--- src/rtl/cipher_out_buffer.sv ---
// Ciphertext result FIFO: captures 128-bit blocks from the encrypt core
// and serves them to the host one byte per read strobe, MSB first.
module cipher_out_buffer #(
  parameter int DEPTH = 4,
  parameter int AW    = 2
) (
  input  logic          CLK,
  input  logic          RST,
  input  logic          CLR,
  input  logic [127:0]  Ciphertext,
  input  logic          c_ready,
  input  logic          RD,
  output logic [7:0]    DOUT,
  output logic          DVALID,
  output logic          BLK_DONE,
  output logic          FULL,
  output logic [AW:0]   LEVEL,
  output logic          OVF
);

  localparam logic [AW:0] FULL_LVL = (AW+1)'(DEPTH);

  logic [127:0]  mem_q [DEPTH];
  logic [AW-1:0] wr_ptr_q;
  logic [AW-1:0] rd_ptr_q;
  logic [AW:0]   level_q;
  logic [AW:0]   level_d;
  logic [3:0]    idx_q;
  logic          ovf_q;
  logic          done_q;

  logic          not_empty;
  logic          rd_en;
  logic          pop;
  logic          wr_en;
  logic          drop;
  logic [6:0]    sel;

  assign not_empty = (level_q != '0);
  assign rd_en     = RD & not_empty;
  assign pop       = rd_en & (idx_q == 4'hf);
  // A write at full is still taken when a pop frees a slot on the same edge.
  assign wr_en     = c_ready & ((level_q != FULL_LVL) | pop);
  assign drop      = c_ready & ~wr_en;

  always_comb begin
    level_d = level_q;
    unique case ({wr_en, pop})
      2'b10:   level_d = level_q + 1'b1;
      2'b01:   level_d = level_q - 1'b1;
      default: level_d = level_q;
    endcase
  end

  always_ff @(posedge CLK or posedge RST) begin
    if (RST) begin
      for (int i = 0; i < DEPTH; i++) mem_q[i] <= '0;
      wr_ptr_q <= '0;
      rd_ptr_q <= '0;
      level_q  <= '0;
      idx_q    <= '0;
      ovf_q    <= 1'b0;
      done_q   <= 1'b0;
    end else if (CLR) begin
      wr_ptr_q <= '0;
      rd_ptr_q <= '0;
      level_q  <= '0;
      idx_q    <= '0;
      ovf_q    <= 1'b0;
      done_q   <= 1'b0;
    end else begin
      if (wr_en) begin
        mem_q[wr_ptr_q] <= Ciphertext;
        wr_ptr_q        <= wr_ptr_q + 1'b1;
      end
      if (rd_en) idx_q <= idx_q + 1'b1;
      if (pop) rd_ptr_q <= rd_ptr_q + 1'b1;
      if (drop) ovf_q <= 1'b1;
      level_q <= level_d;
      done_q  <= pop;
    end
  end

  // Byte 0 is the top byte, so the bit offset is 8*(15-idx).
  assign sel = {~idx_q, 3'b000};

  always_comb begin
    DOUT = '0;
    if (not_empty) DOUT = mem_q[rd_ptr_q][sel +: 8];
  end

  assign DVALID   = not_empty;
  assign BLK_DONE = done_q;
  assign FULL     = (level_q == FULL_LVL);
  assign LEVEL    = level_q;
  assign OVF      = ovf_q;

endmodule

--- config.mk ---
export PLATFORM = sky130hd
export DESIGN_NAME = cipher_out_buffer
export DESIGN_NICKNAME = d
export VERILOG_FILES = /design/src/rtl/cipher_out_buffer.sv
export SDC_FILE = /design/constraint.sdc
export NUM_CORES = 1
export LEC_CHECK = 0
export ABC_CLOCK_PERIOD_IN_PS = 20800
export CORE_MARGIN = 2
export CORE_UTILIZATION = 50
export DETAILED_ROUTE_END_ITERATION = 6
export PLACE_DENSITY = 0.82
export SYNTH_ARGS = -nofsm -noshare
export SYNTH_HDL_FRONTEND = slang
export SYNTH_SLANG_ARGS = --single-unit
--- constraint.sdc ---
create_clock -name CLK -period 20.8 [get_ports CLK]
set_clock_uncertainty 0.2 [all_clocks]
set_input_delay 6.24 -clock CLK [delete_from_list [all_inputs] [get_ports CLK]]
set_output_delay 6.24 -clock CLK [all_outputs]
set_load 0.02 [all_outputs]
**Yosys cells after proc, flatten, opt, wreduce, memory -nomap -nowiden**

Index checks and enable logic that the tools add are counted.
Widths: inputs -> output; s select.

- Bits in registers: 525
- Latch bits: 0
- Bits in writable memories: 0
- Memory bits (read-only): 0
- Input bits: 133
- Output and inout bits: 15
- Logic and storage cells: 60
- Memories: 0

- Add/sub/neg operators: 5
- Multiply operators: 0
- Divide/modulo/power cells: 0
- Order comparisons: 3
- Equal/unequal tests: 5
- Shifts and indexed selects: 1
- Multiplexer cells: 18
- Bitwise gates (word level): 10
- Reductions and logical operators: 8

Operator list:

| kind | count |
|---|---|
| $bwmux 512 | 1 |
| $mux 128 | 3 |
| $bmux 128 s2 | 1 |
| $demux 128 s2 | 1 |
| $shiftx 128x8->8 | 1 |
| $mux 2 | 4 |
| $mux 4 | 2 |
| $mux 8 | 1 |
| $reduce_bool 2->1 | 4 |
| $ge 3x3->1 const B | 2 |
| $not 2->3 | 2 |
| $pmux 3 s2 | 1 |
| $reduce_bool 3->1 | 2 |
| $add 2x1->2 const B | 2 |
| $add 4x1->4 const B | 1 |
| $and 1x1->1 | 4 |
| $eq 4x4->1 const B | 1 |
| $not 4->4 | 1 |
| $add 3x1->3 const B | 1 |
| $eq 3x3->1 const B | 1 |
| $lt 3x1->1 const B | 1 |
| $mux 1 | 3 |
| $mux 3 | 1 |
| $ne 3x3->1 const B | 1 |
| other kinds (7) | 8 |

**Depth between registers and ports, before layout**

Gate-level depths: netlist of the first run.

- Word-level depth: 9
- Depth in mapped cells: 10
- Gate-level depth less buffers: 8

**Worst setup path before layout of the first run**

OpenSTA, ideal clock, no wires.

- Path kind: register -> output
- Start point: register rd_ptr_q[0]
- End point: output port DOUT[0]
- Arrival: 2.080 ns
- Data required time: 14.360 ns
- Path slack: 12.280 ns
- Cell stages (with the launch flop): 8
- Buffers on the path: 3
- Cell sequence: dfrtp_1 -> buf_6 -> buf_6 -> buf_2 -> mux4_2 -> a211oi_1 -> a211oi_1 -> or4_1

- Word-level cells in the longest chain between the ends: 6

Ends and longest elaborated chain:

| what | line | RTL |
|---|---|---|
| start: declaration | 25 | `logic [AW-1:0] rd_ptr_q;` |
| start signal: assignment | 77 | `if (pop) rd_ptr_q <= rd_ptr_q + 1'b1;` |
| $not 2->3 (not written as such) | 89 | `if (not_empty) DOUT = mem_q[rd_ptr_q][sel +: 8];` |
| $bmux 128 s2 | 89 |  |
| $mux 128 (not written as such) (2 in series) | 89 |  |
| $shiftx 128x8->8 | 89 |  |
| $mux 8 | 89 |  |
| end: declaration | 13 | `output logic [7:0] DOUT,` |

No other way between the ends. The select of a mux whose other input is x is not followed.

**Worst setup path after layout of the first run**

- Start point: register rd_ptr_q[0]
- End point: output port DOUT[7]

The elaborated chain is that of the path after synthesis.

==> run metrics, run 1 <==
outcome=complete, no violations; DRT antenna net count=0; final worst path period share=0.536; PortBufs=~150; Avg Cell Area, Syn=16.2 µm²; Sequential cell area=13100 µm²; start of the worst register-to-register path=idx_q[0]; CP Max Fanout=91; Total Nets Final=1725; Seq pwr share=0.494; cell leakage power=between 10 and 15 nW; hold path startpoint=mem_q[185]; initial antenna violation count=8; Residual DRC=0; Critical Path RT=about 14 ns; setup ws final=9.66 ns; ys flop type=dfrtp_1; sequential area share after synthesis=0.551; Worst-path clk slew=approximately 0.06 ns; flop2flop setup slack=16.27 ns; commonest non-fill, non-tap cell in the layout=dfrtp_1; Worst-Margin Slew=1.12 ns; fmax=~90 MHz; die area=49400 µm²; min-delay worst type=flip-flop to flip-flop; Clk Latency, worst-skew pair=0.59 ns; Max Cap Viol=0; # Post-CTS Setup Buffers=0; die width=between 200 and 250 µm; footprint of the multi-input gates=around 10000 µm²; number of synthesized flops with an enable pin=0; Num CTS Buffers=52; Placer Congestion=0.744; unrepaired setup endpoints after global routing=false; root buffer cell=clkbuf_16; Hold Vio Cnt, Final=0; GRT Total Usage=0.229; DP Worst Slack=10.30 ns; max_slew headroom=0.256; share of layout cells above drive strength 1=0.438; Comb power frac=0.188; dpl hpwl=approximately 35000 µm; first-pass GRT wire length=87100 µm; Async SR Flop Fraction=1.00; DR iter-0 viols=939; Mapped Nets=1608; Sw Ratio=0.251; Final Max Slew Viols=0; FP Rows=80; register bit count reported by yosys=525; Hold EP=mem_q[185]; worst setup path class=flip-flop to output port; Via density=6.05; Clk pwr share=0.318; setup violators final=0; post-CTS resize count=0; maximum VDD drop=0.0665 mV; CTS tree=done; Die Height=222 µm; Netlist cell types=47; arrival time worst endpoint=4.70 ns; cell area after synthesis=23800 µm²; R2R depth=7; initial core utilization=0.503; core area=between 40000 and 50000 µm²; global route overflow=0; largest net degree at the start of global routing=201; Pint=2.25 mW; Area growth syn-to-layout=14.6%; final wirelength=55700 µm; Startpoint Class=flip-flop; Setup TNS=0 ns; Mapped Cells=1469; H-tree levels=2; yosys warns=0; clock sink count=525; Crit. End Element=output port; reported net switching power=0.753 mW; worst hold stages=1; Power Density=110 nW/µm²; fill cell count=3511; Clock Path Buffers=3; cts hold-fix bufs=0; IO Pins=approximately 150; vias in the first global route=14687; vias post-DR=13576; post-synth top area cell=dfrtp_1; WL/cell=approximately 25 µm; top cells by area, synth=dfrtp_1, mux2_2, mux4_2; drt pass-1 iters=5; Final min period=11.14 ns; most frequent cells in the layout=dfrtp_1, mux2_2, clkdlybuf4s50_1, mux4_2, clkbuf_16; r2r endpoint=mem_q[272]; top cell type's share of synthesized area=0.551
==> how the worst max path moves through the flow <==
stage                            from  endpoint  slack [ns]
after floorplan                   RST  BLK_DONE        7.23
after global placement    rd_ptr_q[0]   DOUT[5]       10.27
after detailed placement  rd_ptr_q[0]   DOUT[5]       10.30
after CTS                 rd_ptr_q[0]   DOUT[5]        9.68
after global routing      rd_ptr_q[0]   DOUT[5]        9.52
final                     rd_ptr_q[0]   DOUT[7]        9.66
==> kinds of logic after synthesis <==
family | after synthesis | share of synthesized area
AOI/OAI and AO/OA | 109 | 0.0340
buffers and inverters | 110 | 0.0323
DFF | 525 | 0.551
xor gates and xnor gates | 6 | 0.00220
and+or+nand+nor | 62 | 0.0136
muxes | 651 | 0.363
adders and majority gates | 6 | 0.00346
==> Yosys cell counts, types with 2 or more instances <==
cell      number
buf_4         54
a22o_1         6
mux4_1         6
mux2i_1       21
and2_1         4
clkbuf_1      13
xor2_1         2
xnor2_1        4
nand3_1       10
buf_8          3
or4_1          5
a211oi_1      10
buf_1          2
a21oi_1       18
nand2_1       14
nand2b_1       5
inv_1          5
dfrtp_1      525
o21ai_0        3
a221o_1        5
ha_1           5
or3_1          2
mux2_2       479
buf_2         19
a221oi_1       7
mux4_2       112
nor2b_1        4
a21boi_0       4
buf_6         13
a22oi_1       46
nor2_1        13
o221ai_1       3
mux2_1        33
==> cell type report <==
| class | instances | area share |
|---|---|---|
| flip-flops and latches | 525 | 0.481 |
| inverters | 6 | 0.000962 |
| multi-input cells | 834 | 0.365 |
| repair buffers | 167 | 0.0603 |
| clock buffers | 78 | 0.0579 |
| diodes | 3 | 0.000275 |
| clock inverters | 16 | 0.00605 |
| well taps | 615 | 0.0282 |
==> power groups by stage <==
stage / combinational [mW] / clock (mW) / sequential (mW)
2_1_floorplan: 0.441 / 0 / 1.44
4_1_cts: 0.571 / 0.967 / 1.48
3_3_place_gp: 0.538 / 0 / 1.47
6_report: 0.565 / 0.955 / 1.48
5_1_grt: 0.610 / 1.01 / 1.52
3_5_place_dp: 0.566 / 0 / 1.49
==> registers in the layout (all words and copies together) (netlist names) <==
name	count
BLK_DONE	1
LEVEL	3
OVF	1
idx_q	4
mem_q	512
rd_ptr_q	2
wr_ptr_q	2
==> per-layer routing <==
metal	part of all wire	global-route usage
met1	0.43	0.315
met2	0.49	0.365
met3	0.052	0.0403
met4	0.035	0.0885
met5	0.0013	0
==> worst max-delay path, stage by stage, from the launching register on <==
cell	delay, ns
dfrtp_4	0.98
buf_12	0.56
mux4_2	0.60
a22oi_1	0.35
a21oi_1	0.15
a21oi_1	0.45
o221ai_1	0.25
clkdlybuf4s50_1	0.59
==> per-stage QoR <==
stage / power (mW) / area [µm²] / utilization / hold WS [ns] / std cells
floorplan: 1.88 / 23800 / - / 0.259 / 1469
global placement: 2.01 / 25500 / 0.540 / 0.268 / 2147
detailed placement: 2.06 / 25500 / 0.540 / 0.275 / 2147
CTS: 3.02 / 27300 / 0.577 / 0.290 / 2241
global route: 3.13 / 27300 / 0.577 / 0.304 / 2244
finish: 3.00 / 27300 / 0.577 / 0.285 / 2244
Note: power is estimated with default switching activity, not from simulation.
==> inputs of run 2 (changes only) <==
- ABC_CLOCK_PERIOD_IN_PS: 20800 -> 9200
- clock period: 20.8 -> 9.2 ns (I/O delays scaled with it)
==> run metrics, run 2 (synthesis gave the netlist of run 1 again) <==
clock sink count=525 (unchanged); cts hold-fix bufs=0 (unchanged); Max Cap Viol=0 (unchanged); post-CTS resize count=0 (unchanged); die width=222 µm (unchanged); max reg flops=512 (unchanged); hold path startpoint=mem_q[187]; unrepaired setup endpoints after global routing=false; arrival time worst endpoint=4.38 ns (-0.32 ns); Seq pwr share=0.492 (-0.002); FP Rows=80 (unchanged); Largest Register=mem_q; Clk Latency, worst-skew pair=0.58 ns (about the same); fmax=136 MHz; final core utilization=0.578 (+0.00103); Via density=6.03 (-0.34%); vias in the first global route=14863 (+1.2%); final worst path period share=0.798; DRT antenna net count=0 (unchanged); post-route cell area=27400 µm² (+0.18%); setup ws final=1.86 ns (-7.80 ns); Placer Congestion=0.780 (+4.8%); Die Height=222 µm (unchanged); Critical Path RT=6.24 ns (-8.12 ns); Clock Path Buffers=3 (unchanged); DP Worst Slack=2.48 ns (-7.82 ns); CTS tree=done; Hold Vio Cnt, Final=0 (unchanged); first-pass GRT wire length=87700 µm (+0.67%); Residual DRC=0 (unchanged); Sw Ratio=0.247 (-0.00344); vias post-DR=13518 (-0.43%); Worst-Margin Slew=1.10 ns (-0.0205 ns); most frequent cells in the layout=dfrtp_1, mux2_2, clkdlybuf4s50_1, mux4_2, clkbuf_16; Final Max Slew Viols=0 (unchanged); die area=49400 µm² (unchanged); Clk pwr share=0.319 (about the same); initial antenna violation count=4 (-4); Power Density=249 nW/µm² (+130%); CP startpoint=rd_ptr_q[1]; Total Nets Final=1731 (+0.35%); IO Pins=148 (unchanged); reported net switching power=1.68 mW (+120%); Comb power frac=0.189 (about the same); # Post-CTS Setup Buffers=0 (unchanged); commonest non-fill, non-tap cell in the layout=dfrtp_1; area post-placement=25600 µm² (+0.17%); final wirelength=55800 µm (+0.13%); Pint=5.12 mW (+130%); setup violators final=0 (unchanged); fill cell count=3550 (+1.1%); max_slew headroom=0.266 (+0.0104); H-tree levels=2 (unchanged); CP Max Fanout=48 (-47%); Crit. End Element=output port; initial core utilization=0.503 (unchanged); maximum VDD drop=0.165 mV (+150%); outcome=complete, no violations; root buffer cell=clkbuf_16; core area=47300 µm² (unchanged); Startpoint Class=flip-flop; cell leakage power=11.7 nW (+0.23%); Final min period=7.34 ns; start of the worst register-to-register path=idx_q[1]; PortBufs=147 (unchanged); Area growth syn-to-layout=14.8%; min-delay worst type=flip-flop to flip-flop; dpl hpwl=35700 µm (+2.8%); global route overflow=0 (unchanged); DR iter-0 viols=902 (-3.9%); Num CTS Buffers=54 (+3.8%); share of layout cells above drive strength 1=0.437 (-0.000615); largest net degree at the start of global routing=167 (-17%); GRT Total Usage=0.231 (+0.00214); worst setup path class=flip-flop to output port; WL/cell=24.9 µm (+0.21%); Worst-path clk slew=0.06 ns (about the same); drt pass-1 iters=5 (unchanged)
==> run 2: power by group through the flow <==
| stage | registers, mW | logic [mW] | clock network (mW) |
|---|---|---|---|
| after floorplan | 3.26 | 0.998 | 0 |
| after global placement | 3.32 | 1.22 | 0 |
| after detailed placement | 3.38 | 1.29 | 0 |
| after CTS | 3.34 | 1.30 | 2.21 |
| after global routing | 3.43 | 1.38 | 2.31 |
| final | 3.34 | 1.28 | 2.17 |
==> run 2: final timing paths <==
kind                              end  slack, ns  cells after the start
setup / recovery              DOUT[3]       1.86                      7
hold / removal             mem_q[187]       0.29                      1
setup reg to reg             mem_q[5]       4.66                      7
hold reg to reg            mem_q[187]       0.29                      1
max in group asynchronous   mem_q[13]       4.67                      4
min in group asynchronous   mem_q[75]       2.46                      2
==> run 2: metrics by stage <==
| step | total power [mW] | hold slack (ns) | std cells | TNS (ns) |
|---|---|---|---|---|
| after floorplan | 4.25 | 0.259 | 1469 | -469.44 |
| after global placement | 4.54 | 0.268 | 2151 | 0 |
| after detailed placement | 4.67 | 0.281 | 2151 | 0 |
| after CTS | 6.85 | 0.294 | 2241 | 0 |
| after global routing | 7.12 | 0.304 | 2242 | 0 |
| final | 6.80 | 0.288 | 2242 | 0 |
==> run 2: critical path: stages, from the launching register on <==
cell and delay [ns]:
dfrtp_4 0.99, buf_4 0.66, mux4_2 0.40, a22oi_1 0.26, a21oi_1 0.15, a21oi_1 0.46, o221ai_1 0.26, clkdlybuf4s50_1 0.59
==> run 2: area by class of cell <==
| class | count | area [µm²] | area share |
|---|---|---|---|
| Sequential cell | 525 | 13100 | 0.481 |
| Multi-Input combinational cell | 834 | 9960 | 0.364 |
| Timing Repair Buffer | 171 | 1690 | 0.0618 |
| Clock buffer | 78 | 1590 | 0.0582 |
| Tap cell | 615 | 769 | 0.0281 |
| Clock inverter | 12 | 164 | 0.00599 |
| Inverter | 6 | 26.3 | 0.000961 |
| Antenna cell | 1 | 2.50 | 0.0000915 |
==> run 2: per-layer routing <==
layer	vias up	GRT usage	share of wire
met1	7255	0.310	0.42
met2	327	0.373	0.49
li1	5826	-	-
met3	104	0.0456	0.054
met4	6	0.0918	0.037
met5	-	0	0.00063
